File: src/rtl/mips_pkg.sv
// Shared encodings for the multicycle MIPS control path: opcodes, FSM states,
// ALU-decoder operation codes and datapath mux selects.
package mips_pkg;

    localparam logic [5:0] OP_RTYPE = 6'b000000;
    localparam logic [5:0] OP_LW    = 6'b100011;
    localparam logic [5:0] OP_SW    = 6'b101011;
    localparam logic [5:0] OP_BEQ   = 6'b000100;
    localparam logic [5:0] OP_ADDI  = 6'b001000;
    localparam logic [5:0] OP_J     = 6'b000010;

    typedef enum logic [3:0] {
        S_FETCH  = 4'd0,
        S_DECODE = 4'd1,
        S_MEMADR = 4'd2,
        S_MEMRD  = 4'd3,
        S_MEMWB  = 4'd4,
        S_MEMWR  = 4'd5,
        S_EXEC   = 4'd6,
        S_ALUWB  = 4'd7,
        S_BEQ    = 4'd8,
        S_ADDIEX = 4'd9,
        S_ADDIWB = 4'd10,
        S_JUMP   = 4'd11
    } state_t;

    // Also consumed by the ALU decoder that sits beside the controller.
    typedef enum logic [1:0] {
        ALU_ADD   = 2'b00,
        ALU_SUB   = 2'b01,
        ALU_FUNCT = 2'b10
    } alu_op_t;

    localparam logic [1:0] SRCB_B       = 2'b00;
    localparam logic [1:0] SRCB_FOUR    = 2'b01;
    localparam logic [1:0] SRCB_IMM     = 2'b10;
    localparam logic [1:0] SRCB_IMM_SH2 = 2'b11;

    localparam logic [1:0] PCSRC_ALU    = 2'b00;
    localparam logic [1:0] PCSRC_ALUOUT = 2'b01;
    localparam logic [1:0] PCSRC_JUMP   = 2'b10;

endpackage

File: src/rtl/multicycle_controller.sv
// Multicycle MIPS main controller: state register, next-state logic and a
// Moore output decode, with memory handshakes qualified by mem_ready.
module multicycle_controller
    import mips_pkg::*;
(
    input  logic       clk,
    input  logic       rst_n,
    input  logic [5:0] opcode,
    input  logic       zero,
    input  logic       mem_ready,
    output logic       pc_en,
    output logic       iord,
    output logic       mem_write,
    output logic       mem_read,
    output logic       ir_write,
    output logic       reg_write,
    output logic       reg_dst,
    output logic       mem_to_reg,
    output logic       alu_src_a,
    output logic [1:0] alu_src_b,
    output logic [1:0] alu_op,
    output logic [1:0] pc_src,
    output logic       illegal_op,
    output logic [3:0] state_o
);

    state_t  r_state;
    state_t  w_next_state;

    logic    w_pc_write;
    logic    w_branch;
    logic    w_iord;
    logic    w_mem_write;
    logic    w_mem_read;
    logic    w_ir_write;
    logic    w_reg_write;
    logic    w_reg_dst;
    logic    w_mem_to_reg;
    logic    w_alu_src_a;
    logic [1:0] w_alu_src_b;
    alu_op_t w_alu_op;
    logic [1:0] w_pc_src;
    logic    w_illegal;
    logic    w_op_legal;

    assign w_op_legal = (opcode == OP_LW)   || (opcode == OP_SW)  ||
                        (opcode == OP_RTYPE) || (opcode == OP_BEQ) ||
                        (opcode == OP_ADDI) || (opcode == OP_J);

    // NOTE: state registers use non-blocking assignment so every flop samples
    // the pre-edge value of its inputs.
    always_ff @(posedge clk) begin
        if (!rst_n) begin
            r_state <= S_FETCH;
        end else begin
            r_state <= w_next_state;
        end
    end

    // NOTE: every always_comb output gets a default first, so no path can
    // leave it unassigned and infer a latch.
    always_comb begin
        w_next_state = S_FETCH;
        case (r_state)
            S_FETCH:  w_next_state = mem_ready ? S_DECODE : S_FETCH;
            S_DECODE: begin
                case (opcode)
                    OP_LW, OP_SW: w_next_state = S_MEMADR;
                    OP_RTYPE:     w_next_state = S_EXEC;
                    OP_BEQ:       w_next_state = S_BEQ;
                    OP_ADDI:      w_next_state = S_ADDIEX;
                    OP_J:         w_next_state = S_JUMP;
                    default:      w_next_state = S_FETCH;
                endcase
            end
            S_MEMADR: w_next_state = (opcode == OP_SW) ? S_MEMWR : S_MEMRD;
            S_MEMRD:  w_next_state = mem_ready ? S_MEMWB : S_MEMRD;
            S_MEMWR:  w_next_state = mem_ready ? S_FETCH : S_MEMWR;
            S_EXEC:   w_next_state = S_ALUWB;
            S_ADDIEX: w_next_state = S_ADDIWB;
            default:  w_next_state = S_FETCH;
        endcase
    end

    always_comb begin
        w_pc_write   = 1'b0;
        w_branch     = 1'b0;
        w_iord       = 1'b0;
        w_mem_write  = 1'b0;
        w_mem_read   = 1'b0;
        w_ir_write   = 1'b0;
        w_reg_write  = 1'b0;
        w_reg_dst    = 1'b0;
        w_mem_to_reg = 1'b0;
        w_alu_src_a  = 1'b0;
        w_alu_src_b  = SRCB_B;
        w_alu_op     = ALU_ADD;
        w_pc_src     = PCSRC_ALU;
        w_illegal    = 1'b0;
        case (r_state)
            S_FETCH: begin
                w_mem_read  = 1'b1;
                w_alu_src_b = SRCB_FOUR;
                w_ir_write  = mem_ready;
                w_pc_write  = mem_ready;
            end
            S_DECODE: begin
                w_alu_src_b = SRCB_IMM_SH2;
                w_illegal   = !w_op_legal;
            end
            S_MEMADR, S_ADDIEX: begin
                w_alu_src_a = 1'b1;
                w_alu_src_b = SRCB_IMM;
            end
            S_MEMRD: begin
                w_iord     = 1'b1;
                w_mem_read = 1'b1;
            end
            S_MEMWB: begin
                w_reg_write  = 1'b1;
                w_mem_to_reg = 1'b1;
            end
            S_MEMWR: begin
                w_iord      = 1'b1;
                w_mem_write = 1'b1;
            end
            S_EXEC: begin
                w_alu_src_a = 1'b1;
                w_alu_op    = ALU_FUNCT;
            end
            S_ALUWB: begin
                w_reg_write = 1'b1;
                w_reg_dst   = 1'b1;
            end
            S_BEQ: begin
                w_alu_src_a = 1'b1;
                w_alu_op    = ALU_SUB;
                w_branch    = 1'b1;
                w_pc_src    = PCSRC_ALUOUT;
            end
            S_ADDIWB: w_reg_write = 1'b1;
            S_JUMP: begin
                w_pc_src   = PCSRC_JUMP;
                w_pc_write = 1'b1;
            end
            default: ;
        endcase
    end

    // Strobes are gated by rst_n directly so they drop in the reset cycle itself.
    assign pc_en      = rst_n & (w_pc_write | (w_branch & zero));
    assign ir_write   = rst_n & w_ir_write;
    assign mem_write  = rst_n & w_mem_write;
    assign mem_read   = rst_n & w_mem_read;
    assign reg_write  = rst_n & w_reg_write;
    assign illegal_op = rst_n & w_illegal;

    assign iord       = w_iord;
    assign reg_dst    = w_reg_dst;
    assign mem_to_reg = w_mem_to_reg;
    assign alu_src_a  = w_alu_src_a;
    assign alu_src_b  = w_alu_src_b;
    assign alu_op     = w_alu_op;
    assign pc_src     = w_pc_src;
    assign state_o    = r_state;

endmodule

File: config.mk
export PLATFORM = sky130hd
export DESIGN_NAME = multicycle_controller
export DESIGN_NICKNAME = d
export VERILOG_FILES = /design/src/rtl/mips_pkg.sv /design/src/rtl/multicycle_controller.sv
export SDC_FILE = /design/constraint.sdc
export NUM_CORES = 1
export LEC_CHECK = 0
export ABC_AREA = 1
export BUFFER_PORTS_ARGS = -buffer_cell sky130_fd_sc_hd__buf_2
export CORE_AREA = 5 5 42 44
export DETAILED_ROUTE_END_ITERATION = 16
export DIE_AREA = 0 0 47 49
export PLACE_DENSITY = 0.71
export REMOVE_ABC_BUFFERS = 1
export SKIP_LAST_GASP = 1
export SYNTH_ARGS = -nofsm -noshare
export SYNTH_HDL_FRONTEND = slang
export SYNTH_SLANG_ARGS = --single-unit
File: constraint.sdc
create_clock -name clk -period 1.14 [get_ports clk]
set_input_delay 0.114 -clock clk [delete_from_list [all_inputs] [get_ports clk]]
set_output_delay 0.114 -clock clk [all_outputs]
set_load 0.05 [all_outputs]
==> metrics.yaml <==
fmax_mhz: 664
clkLatencyLatePin_ns: 0.24
portBuffers: 29
area_delta_synth_final_pct: 120
slew_viol_final: 0
synth_cell_type_count: 14
drive_above_1_share: 0.603
vias: 832
dp_hpwl_um: 1430
cts-root-buf: "clkbuf_4"
core.rowCount: 14
crit_start: "state_o[3]"
synth-edff-count: 0
grt_max_degree: 9
layout_commonest_cell: "buf_4"
maxCapViolations: 0
path_max_fanout: 4
worst_slack_ns: -0.367
netlist_instances: 99
netlist_area_um2: 487
cts_buffer_depth: 2
grt_pass1_vias: 817
path_class: "reg2out"
core_area_um2: 1400
rsz0062_at_grt: "true"
ios: 30
grt_use_met1: 0.214
async_reset_ff_frac: 0
post_synth.cell_area_avg_um2: 4.92
ys_ff_latch: 4
track_usage: 0.202
largest_reg_flops: 4
numCtsBuffers: 3
min_period_ns: 1.51
setup_viol: 18
arrival_ns: 1.39
grt_pass1_wl_um: 3420
drt-pass1-iter-count: 4
crit_end: "pc_en"
relSlewSlack: 0.814
grt_overflow: 0
path_cells: "inv_6, nor2_4, inv_2, nor2_4, nand2_1, a31oi_1, buf_4"
layout_common_cells: "buf_4, nor2_1, nand2_1"
period_share: 1.32
drc: 0
yosys_most_used_dff: "dfxtp_1"
path_clk_slew_ns: 0.04
powerDensity_nw_per_um2: 544
viasPerCell: 4.98
worst_setup_path_end_kind: "output port"
peakVddDrop_mv: 0.472
grt_use_met2: 0.353
slowest_stage: "dfxtp_4"
seq_area_frac_synth: 0.165
fp.dieH_um: 49
cts_tree: "done"
violations: "negative setup slack"
worstRegToRegCells: 8
cts_max_level: 1
gp_congestion: 0.853
fin_nets: 163
finalSetupTns_ns: -3.54
wl_um: 2250
dieArea_um2: 2300
first_iter_violations: 15
required_ns: 1.03
start_util: 0.347
n_antenna_cell: 0
p_leak_uw: 0.000631
rr_endpoint: "state_o[2]"
max_stage_delay_ns: 0.37
yosysWarnings: 0
clock_sinks: 4
finalHoldViolations: 0
ant_nets: 0
met3_usage: 0.0443
antenna_found_initial: 0
worst_setup_path_start_kind: "register"
rr_startpoint: "state_o[0]"
status: "finished with violations"
power_uw: 581
fill_cells: 111
skew_ns: 0.00609
path_common_cell: "nor2_4"
grt.busiest_layer: "met2"
tightestPinTransition_ns: 0.278
wl_per_cell_um: 13.5
worst_hold_path_type: "in2reg"
worst-r2r-setup-slack_ns: -0.06
die_w_um: 47
Yosys cell counts (2+ instances only):
library cell   n  share of area
nand2_1       23           0.18
inv_1         15           0.12
nand3_1       14           0.14
nor2_2         2          0.026
nand2_2        2          0.026
a21oi_1        4          0.041
inv_2          4          0.031
nor2_1        24           0.19
dfxtp_1        4           0.16
o21ai_0        3          0.031
per-stage QoR:
stage	instance area [um^2]	utilization	hold slack, ns	setup slack [ns]	std cells
2_1_floorplan	487	-	0.320	-1.15	99
3_3_place_gp	749	0.535	0.497	-0.165	157
3_5_place_dp	749	0.535	0.511	-0.175	157
4_1_cts	960	0.685	0.277	-0.279	164
5_1_grt	1070	0.763	0.323	-0.455	167
6_report	1070	0.763	0.287	-0.367	167
cell type report:
| type | count | area [um^2] | area share |
|---|---|---|---|
| Tap cell | 16 | 20.0 | 0.0187 |
| Multi-Input combinational cell | 76 | 447 | 0.418 |
| Timing Repair Buffer | 49 | 405 | 0.379 |
| Sequential cell | 4 | 95.1 | 0.0890 |
| Inverter | 19 | 78.8 | 0.0738 |
| Clock buffer | 3 | 22.5 | 0.0211 |
kinds of logic (layout without fill, tap and decap cells):
group | Yosys count | in the layout | synth area share
AND/OR/NAND/NOR | 67 | 67 | 0.591
buffers and inverters | 19 | 71 | 0.147
AO/OA/AOI/OAI | 9 | 9 | 0.0977
flip-flops | 4 | 4 | 0.165
critical path, delay by kind of cell (launching register included):
family | cells | cell delay, ns
AO/OA/AOI/OAI | 1 | 0.16
buffers and inverters | 3 | 0.35
flip-flops | 1 | 0.37
AND/OR/NAND/NOR | 3 | 0.27
worst min-delay path by stage:
| stage | from | to | depth (start not counted) |
|---|---|---|---|
| finish | mem_ready | state_o[2] | 5 |
| global route | mem_ready | state_o[2] | 5 |
| CTS | mem_ready | state_o[2] | 5 |
| detailed placement | mem_ready | state_o[2] | 5 |
| global placement | mem_ready | state_o[2] | 5 |
| floorplan | rst_n | state_o[2] | 2 |
routing by layer:
metal	routed length (um)	vias up
met5	0	-
met4	44	0
met3	123	5
met2	1280	30
met1	803	378
li1	-	419
power breakdown:
group	internal (uW)	total, uW	switching (uW)
Sequential	137	143	6.02
Clock	118	185	66.2
Combinational	95.4	254	158
Total	351	581	231
repair_timing:
| item | in CTS | in global routing |
|---|---|---|
| setup endpoints to repair | 20 | 21 |
| hold buffers | 0 | 0 |
| gates resized for setup | 56 | 26 |
| buffers inserted | 4 | 3 |
| pin swaps | 6 | 4 |
Power figures use the tool's default switching activity.
